==> src/rtl/ic_trace_buf_if.sv <==
// ic_trace_buf_if: capture and drain port bundle for ic_trace_buf.
//   cap_valid/cap_tag/cap_data/freeze : event capture side (driven by master)
//   out_valid/out_ready/out_*         : show-ahead valid/ready drain port
//   level/ovf                         : occupancy and sticky overflow status
// master = producer/consumer (bench or host design), slave = ic_trace_buf.
interface ic_trace_buf_if #(
    parameter int unsigned DATA_W = 32,
    parameter int unsigned TAG_W  = 8,
    parameter int unsigned TS_W   = 32,
    parameter int unsigned DEPTH  = 16,
    parameter int unsigned DROP_W = 8
);
    logic                     cap_valid;
    logic [TAG_W-1:0]         cap_tag;
    logic [DATA_W-1:0]        cap_data;
    logic                     freeze;
    logic                     out_valid;
    logic                     out_ready;
    logic [TAG_W-1:0]         out_tag;
    logic [DATA_W-1:0]        out_data;
    logic [TS_W-1:0]          out_ts;
    logic [DROP_W-1:0]        out_drops;
    logic [$clog2(DEPTH):0]   level;
    logic                     ovf;

    modport master (
        output cap_valid, cap_tag, cap_data, freeze, out_ready,
        input  out_valid, out_tag, out_data, out_ts, out_drops, level, ovf
    );

    modport slave (
        input  cap_valid, cap_tag, cap_data, freeze, out_ready,
        output out_valid, out_tag, out_data, out_ts, out_drops, level, ovf
    );
endinterface

==> src/rtl/ic_trace_buf.sv <==
// ic_trace_buf: timestamps one-cycle debug events, buffers them in a FIFO
// and drains them through a show-ahead valid/ready port.
//   clk : rising-edge clock
//   rst : synchronous active-high reset
//   bus : ic_trace_buf_if.slave (capture inputs, drain port, level, ovf)
// Each record carries the number of events dropped on overflow just before it.
module ic_trace_buf #(
    parameter int unsigned DATA_W = 32,
    parameter int unsigned TAG_W  = 8,
    parameter int unsigned TS_W   = 32,
    parameter int unsigned DEPTH  = 16,
    parameter int unsigned DROP_W = 8
) (
    input logic           clk,
    input logic           rst,
    ic_trace_buf_if.slave bus
);
    localparam int unsigned PTR_W = $clog2(DEPTH);
    localparam int unsigned LVL_W = PTR_W + 1;

    logic [TAG_W-1:0]  tag_mem   [DEPTH];
    logic [DATA_W-1:0] data_mem  [DEPTH];
    logic [TS_W-1:0]   ts_mem    [DEPTH];
    logic [DROP_W-1:0] drops_mem [DEPTH];

    logic [PTR_W-1:0]  head_q;
    logic [PTR_W-1:0]  tail_q;
    logic [LVL_W-1:0]  level_q;
    logic [TS_W-1:0]   ts_q;
    logic [DROP_W-1:0] drop_cnt_q;
    logic              ovf_q;

    logic full;
    logic capture;
    logic pop;
    logic push;
    logic drop;

    always_comb begin
        full    = (level_q == LVL_W'(DEPTH));
        capture = bus.cap_valid && !bus.freeze;
        pop     = (level_q != '0) && bus.out_ready;
        // A pop in the same cycle frees the slot, so a full FIFO still accepts.
        push    = capture && (!full || pop);
        drop    = capture && !push;
    end

    always_ff @(posedge clk) begin
        if (rst) begin
            head_q     <= '0;
            tail_q     <= '0;
            level_q    <= '0;
            ts_q       <= '0;
            drop_cnt_q <= '0;
            ovf_q      <= 1'b0;
        end else begin
            ts_q <= ts_q + TS_W'(1);
            if (push) begin
                tail_q     <= tail_q + PTR_W'(1);
                drop_cnt_q <= '0;
            end else if (drop && (drop_cnt_q != '1)) begin
                drop_cnt_q <= drop_cnt_q + DROP_W'(1);
            end
            if (drop) begin
                ovf_q <= 1'b1;
            end
            if (pop) begin
                head_q <= head_q + PTR_W'(1);
            end
            case ({push, pop})
                2'b10:   level_q <= level_q + LVL_W'(1);
                2'b01:   level_q <= level_q - LVL_W'(1);
                default: level_q <= level_q;
            endcase
        end
    end

    // Storage is not reset; control state alone defines which entries are live.
    always_ff @(posedge clk) begin
        if (!rst && push) begin
            tag_mem[tail_q]   <= bus.cap_tag;
            data_mem[tail_q]  <= bus.cap_data;
            ts_mem[tail_q]    <= ts_q;
            drops_mem[tail_q] <= drop_cnt_q;
        end
    end

    // Head fields are forced to zero when empty so reset leaves out_* at 0.
    always_comb begin
        bus.out_valid = (level_q != '0);
        bus.out_tag   = bus.out_valid ? tag_mem[head_q]   : '0;
        bus.out_data  = bus.out_valid ? data_mem[head_q]  : '0;
        bus.out_ts    = bus.out_valid ? ts_mem[head_q]    : '0;
        bus.out_drops = bus.out_valid ? drops_mem[head_q] : '0;
        bus.level     = level_q;
        bus.ovf       = ovf_q;
    end
endmodule

==> src/flat_wrapper.sv <==
// flat-port wrapper written by rule: the top's interface ports become plain ports
module ic_trace_buf_flat 
#(
    parameter int unsigned DATA_W = 32,
    parameter int unsigned TAG_W  = 8,
    parameter int unsigned TS_W   = 32,
    parameter int unsigned DEPTH  = 16,
    parameter int unsigned DROP_W = 8
)
  (clk, rst, bus_cap_valid, bus_cap_tag, bus_cap_data, bus_freeze, bus_out_ready, bus_out_valid, bus_out_tag, bus_out_data, bus_out_ts, bus_out_drops, bus_level, bus_ovf);
  ic_trace_buf_if #(.DATA_W(DATA_W), .TAG_W(TAG_W), .TS_W(TS_W), .DEPTH(DEPTH), .DROP_W(DROP_W)) bus_i ();
  input logic clk;
  input logic rst;
  input wire logic [$bits(bus_i.cap_valid)-1:0] bus_cap_valid;
  input wire logic [$bits(bus_i.cap_tag)-1:0] bus_cap_tag;
  input wire logic [$bits(bus_i.cap_data)-1:0] bus_cap_data;
  input wire logic [$bits(bus_i.freeze)-1:0] bus_freeze;
  input wire logic [$bits(bus_i.out_ready)-1:0] bus_out_ready;
  output wire logic [$bits(bus_i.out_valid)-1:0] bus_out_valid;
  output wire logic [$bits(bus_i.out_tag)-1:0] bus_out_tag;
  output wire logic [$bits(bus_i.out_data)-1:0] bus_out_data;
  output wire logic [$bits(bus_i.out_ts)-1:0] bus_out_ts;
  output wire logic [$bits(bus_i.out_drops)-1:0] bus_out_drops;
  output wire logic [$bits(bus_i.level)-1:0] bus_level;
  output wire logic [$bits(bus_i.ovf)-1:0] bus_ovf;
  assign bus_i.cap_valid = bus_cap_valid;
  assign bus_i.cap_tag = bus_cap_tag;
  assign bus_i.cap_data = bus_cap_data;
  assign bus_i.freeze = bus_freeze;
  assign bus_i.out_ready = bus_out_ready;
  assign bus_out_valid = bus_i.out_valid;
  assign bus_out_tag = bus_i.out_tag;
  assign bus_out_data = bus_i.out_data;
  assign bus_out_ts = bus_i.out_ts;
  assign bus_out_drops = bus_i.out_drops;
  assign bus_level = bus_i.level;
  assign bus_ovf = bus_i.ovf;
  ic_trace_buf #(.DATA_W(DATA_W), .TAG_W(TAG_W), .TS_W(TS_W), .DEPTH(DEPTH), .DROP_W(DROP_W)) u_core (.clk(clk), .rst(rst), .bus(bus_i));
endmodule
==> config.mk <==
export PLATFORM = sky130hd
export DESIGN_NAME = ic_trace_buf_flat
export DESIGN_NICKNAME = d
export VERILOG_FILES = /design/src/rtl/ic_trace_buf_if.sv /design/src/rtl/ic_trace_buf.sv /design/src/flat_wrapper.sv
export SDC_FILE = /design/constraint.sdc
export NUM_CORES = 1
export LEC_CHECK = 0
export ABC_AREA = 1
export CORE_AREA = 2 2 335 337
export DETAILED_ROUTE_END_ITERATION = 12
export DIE_AREA = 0 0 337 339
export PLACE_DENSITY = 0.65
export SETUP_SLACK_MARGIN = 0.4
export SLEW_MARGIN = 20
export SYNTH_ARGS = -nofsm -noshare
export SYNTH_HDL_FRONTEND = slang
export SYNTH_SLANG_ARGS = --single-unit
==> constraint.sdc <==
create_clock -name clk -period 12.8 [get_ports clk]
set_clock_uncertainty 0.1 [all_clocks]
set_input_delay 3.84 -clock clk [delete_from_list [all_inputs] [get_ports clk]]
set_output_delay 3.84 -clock clk [all_outputs]
set_load 0.01 [all_outputs]
==> results by group <==
STA
  • Worst relative slew slack: 25.0%
  • Crit path time final: 9.21 ns
  • Count of final setup violators: 0
  • RSZ-0062 raised after global routing: false
  • Tightest Pin Transition: 1.12 ns
  • Final period util: 72.0%
  • Fin. max-slew vios: 0
  • Final WS setup: 3.59 ns
  • Setup TNS: 0 ns
  • Hold Vio Cnt, Final: 0
  • FMAX: 0.109 GHz

Status
  • Status: finished clean

Placement
  • Dpl ws: 4.50 ns
  • Post-DP HPWL: 67,400 µm
  • PortBufs: 131
  • Placed Area: 56,200 µm²
  • GP Congestion: 0.837

Global route
  • Largest net degree at the start of global routing: 192
  • Tot GR Track Use: 24.2%
  • Initial antenna violation count: 4
  • Global-route wire length before repair: 208,000 µm
  • Global route overflow: 0
  • Vias in the first global route: 33.4k

Route
  • Antenna viol nets, final: 0
  • DR pass1 iterations: 6
  • DR iter-0 viols: 3,969
  • WL/cell: 22.7 µm
  • Detailed-route wire length: 139,000 µm
  • DRC errors left: 0
  • Vias per inst: 5.70
  • Via count: 34.9k

Clock tree
  • Clock-pin transition on the worst setup and hold timing paths: 0.06 ns
  • Hold-fix buffers, CTS: 0
  • CTS H-tree depth: 4
  • Buffer count from post-CTS setup fixing: 0
  • Worst-Skew Late Latency: 0.76 ns
  • Post-CTS Resized: 0
  • CTS tree: built
  • Total CTS buffers: 139
  • Clk sink count: 1,338
  • Clk buf depth: 3
  • Root Buffer: clkbuf_16

Floorplan
  • # IOs: 132
  • Core area: 110,000 µm²
  • Die area: 114,000 µm²
  • Die width: 337 µm
  • Starting Density: 48.7%
  • Die Ht: 339 µm
  • FP Rows: 122

Yosys
  • Post-synthesis adder-cell area fraction: 0.270%
  • Synth Area in Compound Gates: 8.52%
  • XOR/XNOR share of the synthesized area: 0.195%
  • Register area share after synthesis: 73.7%
  • Mean Syn Cell Area: 12.0 µm²
  • Post-Syn Area: 53,800 µm²
  • Simple logic cell fraction of the synthesized area: 14.1%
  • Multiplexer area fraction after synthesis: 0%
  • Syn Inst Count: 4,464
  • Post-synth net total: 4,520
  • Synth cell types: 28
  • Post-synthesis sequential element count: 1,338
  • Main combinational cell family by area after synthesis: simple AND/OR/NAND/NOR gates
  • Syn. warnings: 0

Finish
  • # nets final: 4,577
  • Design Area, Final: 60,500 µm²
  • Layout cells sized above 1: 6.05%
  • Finished Core Util: 54.8%
  • Number of fill cells: 9,023
  • Ant. Diodes: 0
  • P&R area growth vs syn: 12.6%

Hold path
  • HP Class: register to register

Critical path
  • Setup crit end kind: output port
  • Crit path kind: register to output port
  • Critical Path RT: 8.86 ns
  • Crit path arrival time: 5.27 ns
  • Worst Path Max Fanout: 191
  • Critical path startpoint category: register

Power
  • Static Leak: 19.7 nW
  • Peak VDD IR: 0.000216 V
  • PD cells: 190 nW/µm²

Job
  • Max-cap viol count: 0
[synthesized netlist by cell type]
master / n / area, µm²
inv_2: 3 / 11.3
xor2_1: 8 / 70.1
buf_8: 1 / 15.0
buf_2: 28 / 140
buf_6: 33 / 372
a21o_1: 1 / 7.51
nor2_1: 1113 / 4180
nor3_1: 20 / 100
nand3_1: 369 / 1850
ha_1: 10 / 125
a211oi_1: 1 / 7.51
nand4_1: 5 / 31.3
buf_4: 22 / 165
buf_1: 33 / 124
inv_1: 79 / 297
a21oi_1: 139 / 696
nor3b_1: 1 / 7.51
xnor2_1: 4 / 35.0
o211ai_1: 114 / 856
dfxtp_1: 58 / 1160
nand3b_1: 6 / 45.0
o21ai_1: 114 / 571
nand2_1: 372 / 1400
fa_1: 1 / 20.0
o21ai_0: 488 / 2440
clkinv_1: 1 / 3.75
edfxtp_1: 1280 / 38400
clkbuf_1: 160 / 601
[state kept, by name, summed over array words and instances (netlist names), named ones only]
name,count
u_core.drop_cnt_q,8
u_core.ts_q,32
u_core.drops_mem,128
u_core.ts_mem,512
u_core.bus.ovf,1
u_core.tail_q,4
u_core.tag_mem,128
u_core.data_mem,512
u_core.head_q,4
u_core.bus.level,5
[cell families (layout without fill, tap and decap cells)]
logic type,count (synthesis),count (layout)
flip-flops,1338,1338
AND/OR/NAND/NOR,1886,1886
AO/OA/AOI/OAI,857,857
XOR/XNOR,12,12
adder cells (fa/ha/maj),11,11
buffers and inverters,360,527
[final cells by class]
cell class,count,area (µm²),area share (%)
Clock buffer,186,3730,6.16
Clock inverter,65,566,0.934
Inverter,83,339,0.560
Multi-Input combinational cell,2766,12500,20.7
Sequential cell,1338,39600,65.5
Tap cell,1488,1860,3.08
Timing Repair Buffer,193,1870,3.09
[through the flow]
step / hold slack [ns] / total power (W) / std cells
finish: 0.403 / 0.0115 / 6119
global route: 0.432 / 0.0120 / 6119
CTS: 0.393 / 0.0115 / 6117
detailed placement: 0.378 / 0.00772 / 5866
global placement: 0.378 / 0.00770 / 5866
floorplan: 0.346 / 0.00666 / 4464
[worst max-delay path, cell delays in order (launching register included)]
cell and delay, ns:
dfxtp_4 0.61, buf_12 0.64, buf_4 0.94, nor2_1 0.15, nor2_1 0.13, o21ai_0 0.10
nand3_1 0.12, nand3_1 0.11, a21oi_1 0.66, clkdlybuf4s50_1 0.68
[layout by cell type (no fill, tap or decap), drive strengths merged]
master | Yosys | routed
nand2 | 372 | 372
a21oi | 139 | 139
clkbuf | 160 | 186
bufinv | 0 | 5
o21ai | 602 | 602
xor2 | 8 | 8
fa | 1 | 1
edfxtp | 1280 | 1280
nor3b | 1 | 1
buf | 117 | 62
dfxtp | 58 | 58
clkdlybuf4s50 | 0 | 131
nor2 | 1113 | 1113
a21o | 1 | 1
clkinvlp | 0 | 4
nor3 | 20 | 20
inv | 82 | 97
nand3b | 6 | 6
ha | 10 | 10
a211oi | 1 | 1
nand4 | 5 | 5
clkinv | 1 | 42
xnor2 | 4 | 4
nand3 | 369 | 369
o211ai | 114 | 114
[power by group]
part / internal [W] / total, W / switching, W / leakage [nW]
registers: 0.00480 / 0.00484 / 0.0000460 / 11.9
clock network: 0.00217 / 0.00385 / 0.00168 / 2.10
logic: 0.000953 / 0.00280 / 0.00184 / 5.74
[layer usage]
layer	part of all wire (%)	up-vias	track usage, %
met4	2.2	8	6.77
met5	0.030	-	0
met3	7.8	209	4.51
met1	43	17281	34.6
li1	-	16018	-
met2	47	1344	37.9
[path summary, 6_finish.rpt]
check	startpoint	to	slack [ns]	depth (start not counted)
max	register	bus_out_ts[7]	3.59	9
min	u_core.bus.ovf	u_core.bus.ovf	0.40	2
max reg2reg	u_core.bus.level[1]	u_core.ts_mem[4][17]	8.52	8
min reg2reg	u_core.bus.ovf	u_core.bus.ovf	0.40	2
Note: power is estimated with default switching activity, not from simulation.
